`src/rtl/rns_scaler_iter.sv`:
```
// rns_scaler_iter: multi-pass scaler by 2^N over the RNS set {2^(N+1)-1, 2^N, 2^N-1}.
// Each pass takes two cycles (modular subtract/rotate, then CRT rebuild of the
// 2^N channel); operands are accepted only in IDLE and held in DONE until taken.
module rns_scaler_iter #(
  parameter int N          = 5,
  parameter int MAX_PASSES = 3,
  parameter int PASS_W     = 3
) (
  input  logic              clk,
  input  logic              rst,
  input  logic              in_valid,
  output logic              in_ready,
  input  logic [N:0]        in_r1,
  input  logic [N-1:0]      in_r2,
  input  logic [N-1:0]      in_r3,
  input  logic [PASS_W-1:0] in_passes,
  output logic              out_valid,
  input  logic              out_ready,
  output logic [N:0]        out_r1,
  output logic [N-1:0]      out_r2,
  output logic [N-1:0]      out_r3,
  output logic              out_sat
);

  typedef enum logic [1:0] {IDLE, CALC_A, CALC_B, DONE} state_t;

  state_t              r_state, w_next;
  logic [N:0]          r_x1, r_y1;
  logic [N-1:0]        r_x2, r_x3, r_y3;
  logic [PASS_W-1:0]   r_cnt;
  logic                r_sat;

  logic [PASS_W-1:0]   w_p;
  logic                w_sat;
  logic [N:0]          w_y1, w_diff, w_t;
  logic [N-1:0]        w_y3, w_klo, w_y2;

  // (a - b) mod 2^(N+1)-1 with end-around carry; all-ones collapses to 0
  function automatic logic [N:0] sub_m1(input logic [N:0] a, input logic [N:0] b);
    logic [N+1:0] s;
    logic [N:0]   r;
    s = {1'b0, a} + {1'b0, ~b};
    r = s[N:0] + {{N{1'b0}}, s[N+1]};
    return (&r) ? '0 : r;
  endfunction

  // (a - b) mod 2^N-1 with end-around carry; all-ones collapses to 0
  function automatic logic [N-1:0] sub_m3(input logic [N-1:0] a, input logic [N-1:0] b);
    logic [N:0]   s;
    logic [N-1:0] r;
    s = {1'b0, a} + {1'b0, ~b};
    r = s[N-1:0] + {{(N-1){1'b0}}, s[N]};
    return (&r) ? '0 : r;
  endfunction

  // Pass-count clamp and saturation flag for the operand being offered
  always_comb begin
    w_sat = (in_passes > PASS_W'(MAX_PASSES));
    w_p   = w_sat ? PASS_W'(MAX_PASSES) : in_passes;
  end

  // Per-pass arithmetic. Multiplying by 2^-N is rotl1 mod m1 and identity mod m3.
  // CRT: Y = y3 + m3*k with k = (y1-y3)*m3^-1 mod m1, and m3^-1 = -2 mod m1, so
  // k is the ones-complement of rotl1(y1-y3); Y mod 2^N then reduces to y3 - k.
  always_comb begin
    w_y1   = '0;
    w_y3   = '0;
    w_diff = sub_m1(r_x1, {1'b0, r_x2});
    w_y1   = {w_diff[N-1:0], w_diff[N]};
    w_y3   = sub_m3(r_x3, r_x2);
    w_t    = sub_m1(r_y1, {1'b0, r_y3});
    w_t    = {w_t[N-1:0], w_t[N]};
    w_klo  = (w_t == '0) ? '0 : ~w_t[N-1:0];
    w_y2   = r_y3 - w_klo;
  end

  // State register
  always_ff @(posedge clk or posedge rst) begin
    if (rst) r_state <= IDLE;
    else     r_state <= w_next;
  end

  // Next-state and handshake outputs
  always_comb begin
    w_next    = r_state;
    in_ready  = 1'b0;
    out_valid = 1'b0;
    case (r_state)
      IDLE: begin
        in_ready = 1'b1;
        if (in_valid) w_next = (w_p == '0) ? DONE : CALC_A;
      end
      CALC_A: w_next = CALC_B;
      CALC_B: w_next = (r_cnt == PASS_W'(1)) ? DONE : CALC_A;
      DONE: begin
        out_valid = 1'b1;
        if (out_ready) w_next = IDLE;
      end
      default: w_next = IDLE;
    endcase
  end

  // Operand capture, working residues and pass counter
  always_ff @(posedge clk or posedge rst) begin
    if (rst) begin
      r_x1  <= '0;
      r_x2  <= '0;
      r_x3  <= '0;
      r_y1  <= '0;
      r_y3  <= '0;
      r_cnt <= '0;
      r_sat <= 1'b0;
    end else begin
      case (r_state)
        IDLE: if (in_valid) begin
          r_x1  <= (&in_r1) ? '0 : in_r1;
          r_x2  <= in_r2;
          r_x3  <= (&in_r3) ? '0 : in_r3;
          r_cnt <= w_p;
          r_sat <= w_sat;
        end
        CALC_A: begin
          r_y1 <= w_y1;
          r_y3 <= w_y3;
        end
        CALC_B: begin
          r_x1  <= r_y1;
          r_x2  <= w_y2;
          r_x3  <= r_y3;
          r_cnt <= r_cnt - PASS_W'(1);
        end
        default: ;
      endcase
    end
  end

  assign out_r1  = r_x1;
  assign out_r2  = r_x2;
  assign out_r3  = r_x3;
  assign out_sat = r_sat;

endmodule
```
`config.mk`:
```
export PLATFORM = sky130hd
export DESIGN_NAME = rns_scaler_iter
export DESIGN_NICKNAME = d
export VERILOG_FILES = /design/src/rtl/rns_scaler_iter.sv
export SDC_FILE = /design/constraint.sdc
export NUM_CORES = 1
export LEC_CHECK = 0
export ABC_AREA = 1
export BUFFER_PORTS_ARGS = -buffer_cell sky130_fd_sc_hd__buf_2
export CORE_UTILIZATION = 30
export CTS_CLUSTER_DIAMETER = 50
export DETAILED_ROUTE_END_ITERATION = 10
export PLACE_DENSITY = 0.45
export SLEW_MARGIN = 5
export SYNTH_ARGS = -nofsm -noshare
export SYNTH_HDL_FRONTEND = slang
export SYNTH_SLANG_ARGS = --single-unit
```
`constraint.sdc`:
```
create_clock -name clk -period 4.5 [get_ports clk]
set_clock_uncertainty 0.2 [all_clocks]
set_input_delay 0.225 -clock clk [delete_from_list [all_inputs] [get_ports clk]]
set_output_delay 0.225 -clock clk [all_outputs]
set_load 0.02 [all_outputs]
```
==> reports/metrics.cfg <==
[run_status]
outcome=finished clean

[floorplan]
die-area_mm2=0.00965
start_util_pct=31.4
die_w_um=98.2
die_height_um=98.2
fp-row-count=34
ios=42
core_mm2=0.00885

[clock_tree]
numClockSinks=33
post_cts_buffers=0
max-clock-path-buffers=2
cts_buffers=5
cts_tree=built
cts_htree_levels=2
clock_insertion_delay_worst_skew_ns=0.29
cts_root_buf=clkbuf_8
clkTransAtPathRegs_ns=0.08

[sta]
setup_violations=0
hold_viol_final=0
final.period_utilization_pct=86.2
fmax_mhz=258
fin_setup_tns_ns=0
fin_crit_ns=3.88
rsz0062_at_grt=no
slew_headroom_pct=53.8
final_max_slew_viol_count=0
worst_pin_slew_ns=0.691

[place]
gp_congestion=0.820
hpwl_um=5980
portBuffers=41
placedCellCount=521

[worst_setup_path]
worstSetupStartpointType=flop
path_max_fanout=4
crit_slowest_cell=fa_1
worstSetupPathType=flop to flop
rr_endpoint=out_r2[4]
ff2ff_setup_slack_ns=0.62
crit_start=r_y1[0]
max_stage_delay_ns=0.42
cp-endpoint=out_r2[4]
cp.arrival_ns=3.85
path_common_cell=nand2_1
r2r_start=r_y1[0]
critPathRequiredTime_ns=4.47
reg2reg_depth=27
end_kind=flop

[grt]
grt_overflow=0
antenna_found_initial=0
grt_max_degree=34
grt_usage_pct=16.0
grt_pass1_wl_um=12100
grt_pass1_vias=2558

[yosys]
syn-cell-area_mm2=0.00278
synth_area_per_cell_um2=7.35
synth_edf_count=0
ys_seq_area_share_pct=29.7
synth_flop_cell=dfrtp_1
synth_top_area_share_pct=29.7
synthTopCellsByArea=dfrtp_1, ha_1, nand2_1
synth_cell_type_count=33
async_flop_share_pct=100
syn-num-nets=432
yosysTopAreaCell=dfrtp_1
yosys_warnings=0
synth_cells=378
synth.ff_latch_count=33

[route]
dr.pass1.iters=6
drc=0
vias=2533
drtIter0Drc=82
routedWlPerCell_um=13.8
drtAntennaViolNets=0
avgViaCountPerCell=4.76
totalWireLength_um=7350

[layout]
fin_cells=532
drive_gt1_share_pct=18.9
antenna-diode-count=0
layout.nets=477
area_growth_syn_to_layout_pct=16.3
final_util_pct=36.5
fillerInstances=955

[min_path]
whs_path_depth=3
min_path_type=primary input to flop

[flow_run]
cap_violations=0

-- per-stage QoR --
step           setup WS, ns  instance area, um2  hold WS (ns)
2_1_floorplan         0.922                2780         0.154
3_3_place_gp          0.689                3090         0.154
3_5_place_dp          0.616                3090         0.158
4_1_cts               0.598                3230       0.00520
5_1_grt               0.228                3230        0.0243
6_report              0.622                3230       0.00565
-- worst max-delay path, delay by kind of cell (launching register included) --
| family | cells | cell delay, ns |
|---|---|---|
| AO/OA/AOI/OAI | 1 | 0.05 |
| adder cells (fa/ha/maj) | 6 | 1.61 |
| buffers and inverters | 3 | 0.18 |
| XOR/XNOR | 1 | 0.15 |
| flip-flops | 1 | 0.41 |
| AND/OR/NAND/NOR | 16 | 1.17 |
-- repair_timing --
action / in CTS / in global routing
hold endpoints to repair: 36 / 0
hold buffers: 3 / 0
resized for setup: 0 / 0
-- synth_stat cells, types with 5 or more instances --
library cell   n
nand3_2        5
nand2_2       12
dfrtp_1       33
nand3_1       31
nor2_1        30
nand2_1       90
o22ai_1        7
ha_1          27
o21ai_0       15
inv_1         43
a21oi_1       28
xor2_1        10
-- worst min-delay path by stage --
stage,start,end
after global placement,rst,r_cnt[1]
after global routing,in_r2[2],out_r2[2]
after floorplan,rst,out_r1[0]
after CTS,in_r1[2],out_r1[2]
final,in_r1[2],out_r1[2]
after detailed placement,rst,r_cnt[1]
-- logic make-up (layout without fill, tap and decap cells) --
| group | count (synthesis) | after routing | share of synthesized area [%] |
|---|---|---|---|
| AND/OR/NAND/NOR | 183 | 183 | 30.2 |
| multiplexers | 1 | 1 | 0.405 |
| adder cells (fa/ha/maj) | 31 | 31 | 15.0 |
| flip-flops | 33 | 33 | 29.7 |
| buffers and inverters | 55 | 101 | 7.92 |
| XOR/XNOR | 14 | 14 | 4.68 |
| AO/OA/AOI/OAI | 61 | 61 | 12.0 |
-- registers in the layout (all words and copies together) (netlist names) --
signal and flops:
out_r1 6, r_y1 6, out_r2 5, out_r3 5, r_y3 5, r_cnt 3
r_state 2, out_sat 1
-- area by class of cell --
| class | count | area [um2] | share of cell area [%] |
|---|---|---|---|
| tap | 108 | 135 | 4.18 |
| inverter | 48 | 180 | 5.57 |
| timing repair buffer | 45 | 243 | 7.51 |
| clock buffer | 7 | 86.3 | 2.67 |
| multi-input combinational | 290 | 1730 | 53.6 |
| sequential | 33 | 826 | 25.5 |
| clock inverter | 1 | 30.0 | 0.929 |
-- metal layers --
layer | share of wire [%] | vias up | GRT usage (%) | wire, um
met2 | 49 | 40 | 27.8 | 3580
met1 | 48 | 1164 | 21.3 | 3560
met4 | 0.54 | 0 | 3.10 | 40
li1 | - | 1325 | - | -
met3 | 2.3 | 4 | 2.29 | 169
met5 | 0 | - | 0 | 0
-- layout by cell type, fill, tap and decap left out, drive strengths merged --
cell type	count
xnor2	3
ha	27
clkinv	1
fa	4
nand3	36
nand4	4
mux2	1
clkbuf	7
o22ai	7
inv	47
bufinv	1
o21ai	19
nand2	103
or2	3
nor2	33
dlygate4sd3	3
dfrtp	33
o31ai	1
buf	42
nand3b	4
a21oi	30
o21bai	1
xor2	11
a22oi	3
Power is not shown: default switching activity piles up to over one toggle a cycle in this logic, so the estimate is an artifact.
